==> src/rtl/sb_queue_reset_seq.sv <==
// sb_queue_reset_seq: drain-and-reset sequencer for one switchboard queue.
// Optional drain timeout is built when SB_RESET_SEQ_TIMEOUT_EN is defined.
module sb_queue_reset_seq #(
  parameter int NUM_QUEUES   = 2,
  parameter int RESET_CYCLES = 4,
  parameter int TIMEOUT_W    = 16,
  localparam int QW  = (NUM_QUEUES > 1) ? $clog2(NUM_QUEUES) : 1,
  localparam int RCW = (RESET_CYCLES > 1) ? $clog2(RESET_CYCLES) : 1
) (
  input  logic                  clk,
  input  logic                  nreset,
  input  logic                  req_valid,
  input  logic [QW-1:0]         req_queue,
  output logic                  req_ready,
  input  logic [NUM_QUEUES-1:0] host_enable,
  input  logic [NUM_QUEUES-1:0] host_reset,
  input  logic [NUM_QUEUES-1:0] status_idle,
  output logic [NUM_QUEUES-1:0] cfg_enable,
  output logic [NUM_QUEUES-1:0] cfg_reset,
  input  logic [TIMEOUT_W-1:0]  timeout_limit,
  output logic                  done_valid,
  input  logic                  done_ready,
  output logic                  done_err,
  output logic                  done_timeout,
  output logic                  busy
);

  typedef enum logic [2:0] {
    S_IDLE  = 3'd0,
    S_DRAIN = 3'd1,
    S_RST   = 3'd2,
    S_REEN  = 3'd3,
    S_DONE  = 3'd4
  } state_t;

  localparam logic [RCW-1:0] RC_LAST = RCW'(RESET_CYCLES - 1);

  state_t                  state;
  state_t                  state_nxt;
  logic [QW-1:0]           q;
  logic [QW-1:0]           q_nxt;
  logic [NUM_QUEUES-1:0]   q_oh;
  logic [NUM_QUEUES-1:0]   nq_oh;
  logic [NUM_QUEUES-1:0]   dis_nxt;
  logic [NUM_QUEUES-1:0]   rst_nxt;
  logic [RCW-1:0]          rcnt;
  logic                    armed;
  logic                    accept;
  logic                    bad;
  logic                    q_idle;
  logic                    tmo_hit;
  logic                    tmo_exit;
  logic                    err_r;

  assign bad    = (int'(req_queue) >= NUM_QUEUES);
  assign q_nxt  = accept ? req_queue : q;
  assign q_oh   = NUM_QUEUES'(1) << q;
  assign nq_oh  = NUM_QUEUES'(1) << q_nxt;
  assign q_idle = |(status_idle & q_oh);

`ifdef SB_RESET_SEQ_TIMEOUT_EN
  logic [TIMEOUT_W-1:0] timer;
  logic [TIMEOUT_W-1:0] timer_inc;
  logic                 tmo_r;

  assign timer_inc = (&timer) ? timer : timer + 1'b1;
  assign tmo_hit   = (timeout_limit != '0) &&
                     (timer_inc == timeout_limit);

  // drain timer: counts completed DRAIN cycles, saturating
  always_ff @(posedge clk or negedge nreset) begin
    if (!nreset) begin
      timer <= '0;
    end else if (accept) begin
      timer <= '0;
    end else if (state == S_DRAIN) begin
      timer <= timer_inc;
    end
  end

  // timeout flag: set on a timed-out drain exit
  always_ff @(posedge clk or negedge nreset) begin
    if (!nreset) begin
      tmo_r <= 1'b0;
    end else if (accept) begin
      tmo_r <= 1'b0;
    end else if (tmo_exit) begin
      tmo_r <= 1'b1;
    end else if (state == S_DONE && done_ready) begin
      tmo_r <= 1'b0;
    end
  end

  assign done_timeout = tmo_r;
`else
  logic unused_limit;

  assign unused_limit = ^timeout_limit;
  assign tmo_hit      = 1'b0;
  assign done_timeout = 1'b0;
`endif

  // state register
  always_ff @(posedge clk or negedge nreset) begin
    if (!nreset) begin
      state <= S_IDLE;
    end else begin
      state <= state_nxt;
    end
  end

  // next-state logic
  always_comb begin
    state_nxt = state;
    accept    = 1'b0;
    tmo_exit  = 1'b0;
    unique case (state)
      S_IDLE: begin
        if (req_valid) begin
          accept    = 1'b1;
          state_nxt = bad ? S_DONE : S_DRAIN;
        end
      end
      S_DRAIN: begin
        if (armed && q_idle) begin
          state_nxt = S_RST;
        end else if (tmo_hit) begin
          state_nxt = S_RST;
          tmo_exit  = 1'b1;
        end
      end
      S_RST: begin
        if (rcnt == RC_LAST) begin
          state_nxt = S_REEN;
        end
      end
      S_REEN: begin
        state_nxt = S_DONE;
      end
      S_DONE: begin
        if (done_ready) begin
          state_nxt = S_IDLE;
        end
      end
      default: begin
        state_nxt = S_IDLE;
      end
    endcase
  end

  // output decode: masks follow the state being entered
  always_comb begin
    dis_nxt    = '0;
    rst_nxt    = '0;
    req_ready  = nreset && (state == S_IDLE);
    done_valid = (state == S_DONE);
    busy       = (state != S_IDLE);
    unique case (1'b1)
      (state_nxt == S_RST): begin
        dis_nxt = nq_oh;
        rst_nxt = nq_oh;
      end
      (state_nxt == S_DRAIN),
      (state_nxt == S_REEN): begin
        dis_nxt = nq_oh;
      end
      default: begin
      end
    endcase
  end

  // sequence context: queue index, drain arm, reset count
  always_ff @(posedge clk or negedge nreset) begin
    if (!nreset) begin
      q     <= '0;
      armed <= 1'b0;
      rcnt  <= '0;
    end else begin
      q     <= q_nxt;
      armed <= (state == S_DRAIN);
      rcnt  <= (state == S_RST) ? rcnt + 1'b1 : '0;
    end
  end

  // error flag for out-of-range requests
  always_ff @(posedge clk or negedge nreset) begin
    if (!nreset) begin
      err_r <= 1'b0;
    end else if (accept) begin
      err_r <= bad;
    end else if (state == S_DONE && done_ready) begin
      err_r <= 1'b0;
    end
  end

  assign done_err = err_r;

  // gated config to the queue engines
  always_ff @(posedge clk or negedge nreset) begin
    if (!nreset) begin
      cfg_enable <= '0;
      cfg_reset  <= '0;
    end else begin
      cfg_enable <= host_enable & ~dis_nxt;
      cfg_reset  <= host_reset | rst_nxt;
    end
  end

endmodule
==> config.mk <==
export PLATFORM = sky130hd
export DESIGN_NAME = sb_queue_reset_seq
export DESIGN_NICKNAME = d
export VERILOG_FILES = /design/src/rtl/sb_queue_reset_seq.sv
export SDC_FILE = /design/constraint.sdc
export NUM_CORES = 1
export LEC_CHECK = 0
export ABC_CLOCK_PERIOD_IN_PS = 3900
export CAP_MARGIN = 20
export CORE_ASPECT_RATIO = 1.1
export CORE_MARGIN = 5
export CORE_UTILIZATION = 36
export CTS_BUF_LIST = sky130_fd_sc_hd__clkbuf_16
export DETAILED_ROUTE_END_ITERATION = 8
export PLACE_DENSITY = 0.82
export SYNTH_ARGS = -nofsm -noshare
export SYNTH_HDL_FRONTEND = slang
export SYNTH_SLANG_ARGS = --single-unit
export TNS_END_PERCENT = 30
==> constraint.sdc <==
create_clock -name clk -period 3.9 [get_ports clk]
set_input_delay 0.78 -clock clk [delete_from_list [all_inputs] [get_ports clk]]
set_output_delay 0.78 -clock clk [all_outputs]
set_load 0.01 [all_outputs]
# Word-level counts from Yosys, hierarchy flattened
# Index checks and enable logic that the tools add are counted.
# word_totals
ff_bits,12
latch_bits,0
mem_bits_rw,0
mem_bits_ro,0
in_bits,27
out_inout_bits,9
mem_count,0
# classes
addsub,1
mul,0
div_mod_pow,0
order_cmp,0
n_eq_ne,8
shifts,2
mux,13
n_bitwise,4
n_reduce_logical,8
# ops
operator,count
$pmux 3 s5,1
$eq 3x2->1 const B,4
$mux 3,4
$eq 3x1->1 const B,2
$mux 2,3
$mux 1,5
$and 2x2->2,2
$shl 1x1->2 const A,2
$eq 3x3->1 const B,1
$logic_and 1x1->1,3
$logic_not 3->1,1
$reduce_bool 3->1,1
$reduce_or 3->1,1
$add 2x1->2 const B,1
$eq 2x2->1 const B,1
$not 2->2,1
$or 2x2->2,1
$reduce_bool 2->1,1
$reduce_or 2->1,1

# Longest topological paths before layout
# logic_depth
depth_word,11
mapped_depth,5

# Least setup slack after synthesis
# Ideal clock, no wire load.
# synth_timing
path_kind,register to output
startpoint,register state[0]
endpoint,output port req_ready
arrival_time_ns,1.151
required_ns,3.120
slack_ns,1.969
stages_incl_launch_ff,4
n_path_buf,1
cell_sequence,dfrtp_1 > buf_2 > or3_1 > nor2_1
# synth_via
elab_chain_len,2
# synth_lines
element,line,rtl
"start, declared",38,state_t state;
"start signal, assigned",108,state <= state_nxt;
$logic_not 3->1,155,req_ready = nreset && (state == S_IDLE);
$logic_and 1x1->1,155,
"end, declared",14,"output logic req_ready,"
# No other way between the ends.

# Worst setup path after layout
# layout_timing
startpoint,input port nreset
endpoint,output port req_ready
# layout_via
elab_chain_len,1
# layout_lines
element,line,rtl
"start, declared",11,"input logic nreset,"
$logic_and 1x1->1,155,
# No other way between the ends.

==> metrics.txt <==
diodes inserted=0; grt total ovfl=0; f_max=approximately 350 MHz; Setup TNS Final=0 ns; Core Box Area=1370 µm²; antenna-violating nets left=0; crit path from=nreset; Worst setup SP type=input pin; R2R Path Start=state[0]$_DFF_PN0_; initial antenna violation count=0; routed length per instance=between 10 and 15 µm; Worst EP arrival=2.11 ns; Unique masters post-synth=27; routability cong.=0.697; CP peak stage delay=0.54 ns; Worst setup EP type=output pin; final core utilization=0.563; WS Path Type=in2out; Leakage=0.345 nW; Final period util=0.741; Row Count=14; clk_lat worst skew=approximately 0.24 ns; Cells after Synth=45; Final WS setup=1.01 ns; hold_sp=rcnt[0]$_DFF_PN0_; crit-path leading delay family=buffers and inverters; final WL=1020 µm; CTS clk-pin slew, worst paths=0.04 ns; Initial Util=0.381; total clock sinks=11; Critical Path Most Common Cell=clkdlybuf4s50_1; CTS Buf Count=3; worst clock skew=0.00171 ns; CP Max Fanout=12; crit path time final=2.89 ns; Synthesis Warnings=0; TritonCTS clock tree=yes; post-cts resize count=0; HPWL Detailed=751 µm; area grow syn2layout=47.8%; DRC errors left=0; Pre-antenna DRT Iters=3; Port Buffer Count=17; initial drt markers=2; total die area=2310 µm²; Max IR drop VDD=between 0.3 and 0.4 mV; RSZ-0062 raised after global routing=no; WP data required=between 3 and 4 ns; status=completed; critical-path cell list=clkdlybuf4s50_1 > buf_4 > inv_1 > nor2_1 > clkdlybuf4s50_1; largest net degree at the start of global routing=14; GRT Total Usage=0.107; die height=49.9 µm; WP buf/inv=4; post-synthesis sequential area ratio=0.529; slowest CP cell=clkdlybuf4s50_1; flop-to-flop setup slack=about 2.4 ns; CTS Hold Buffers Added=0; P per Cell Area=745 nW/µm²; vias in the first global route=roughly 390; Setup Fix Bufs, Post-CTS=0; share of layout cells above drive strength 1=0.109; root buffer cell=clkbuf_16; Via density=~4.9; dpl ws=0.998 ns; Final Power=0.574 mW; Max Cap Viol=0; syn_area_per_cell=11.6 µm²; Slew Viols, Final=0; synthesis-stage register bit count=11; via count=394; # setup viols final=0; first-pass GRT wire length=1700 µm; final net count=just over 90; H-tree levels=1; Final Hold Viols=0; IO Pins=36; CTS max path bufs=2; Post-Syn Area=520 µm²; Die W=approximately 46 µm; min-delay worst type=reg2reg
==> synth_stat cells <==
| cell | n | share of area |
|---|---|---|
| a21boi_1 | 2 | 0.029 |
| inv_2 | 1 | 0.0072 |
| a22o_1 | 1 | 0.017 |
| nor2b_1 | 2 | 0.024 |
| ha_1 | 1 | 0.024 |
| dfrtp_1 | 11 | 0.53 |
| a211oi_1 | 1 | 0.014 |
| nor4b_2 | 1 | 0.029 |
| mux2_2 | 1 | 0.022 |
| buf_2 | 1 | 0.0096 |
| inv_1 | 2 | 0.014 |
| buf_4 | 2 | 0.029 |
| buf_6 | 1 | 0.022 |
| or3_1 | 1 | 0.012 |
| o21ai_0 | 1 | 0.0096 |
| a41oi_1 | 1 | 0.017 |
| conb_1 | 1 | 0.0072 |
| mux2i_1 | 1 | 0.019 |
| o21bai_1 | 2 | 0.029 |
| a41o_1 | 1 | 0.019 |
| and2_1 | 2 | 0.024 |
| a32oi_1 | 1 | 0.017 |
| nor3b_1 | 2 | 0.029 |
| nand2_1 | 1 | 0.0072 |
| nor4b_1 | 1 | 0.017 |
| nor3_1 | 1 | 0.0096 |
| nor2_1 | 2 | 0.014 |
==> placed cells by master (no fill, tap or decap), types with 2 or more instances in the layout <==
master	synthesis	layout
clkdlybuf4s50_1	0	17
o21bai_1	2	2
nor2_1	2	2
nor3b_1	2	2
conb_1	1	2
and2_1	2	2
dfrtp_1	11	11
clkbuf_16	0	3
a21boi_1	2	2
inv_1	2	3
nor2b_1	2	2
==> metrics by stage <==
stage	hold WS, ns	cells	instance area, µm²
final	0.432	80	769
after global routing	0.447	80	769
after CTS	0.435	80	769
after detailed placement	0.429	76	691
after global placement	0.421	76	691
after floorplan	0.409	46	524
==> worst reg2reg max path: stages (launching register included) <==
cell	delay, ns
dfrtp_1	0.50
nor4b_2	0.35
mux2i_1	0.35
inv_2	0.08
o21bai_1	0.15
==> kinds of logic after synthesis <==
group           Yosys count  share of synthesized area
compound gates           10                      0.151
fa+ha+maj                 1                     0.0240
buf+inv                   7                     0.0817
flops                    11                      0.529
mux                       2                     0.0409
other cells               1                    0.00720
simple gates             13                      0.166
==> power by group <==
part / internal (mW) / leakage, nW / switching (mW) / total (mW)
Clock: 0.134 / 0.0423 / 0.0465 / 0.181
Sequential: 0.155 / 0.138 / 0.0460 / 0.201
Combinational: 0.110 / 0.165 / 0.0820 / 0.192
==> flip-flops by register name, indices dropped and copies added (netlist names) <==
register	cells
state	3
cfg_enable	2
cfg_reset	2
rcnt	2
armed	1
q	1
==> final timing paths <==
kind	end	depth (start not counted)
min reg2reg	rcnt[0]$_DFF_PN0_	1
max reg2reg	cfg_reset[0]$_DFF_PN0_	4
min in group asynchronous	state[0]$_DFF_PN0_	2
max in group asynchronous	cfg_reset[0]$_DFF_PN0_	2
min	rcnt[0]$_DFF_PN0_	1
max	req_ready	5
==> final cells by class <==
class / count / area [µm²]
multi-input combinational: 28 / 206
tap: 16 / 20.0
inverter: 3 / 11.3
sequential: 11 / 275
timing repair buffer: 18 / 178
clock inverter: 1 / 3.75
fill: 112 / 597
clock buffer: 3 / 75.1
==> per-layer routing <==
layer	share of wire	wire, µm	global-route usage	up-vias
met1	0.36	370	0.122	188
li1	-	-	-	193
met2	0.55	557	0.158	9
met3	0.058	59	0.0436	4
met4	0.030	31	0.0711	0
met5	0	0	0	-
Note: power is estimated with default switching activity, not from simulation.
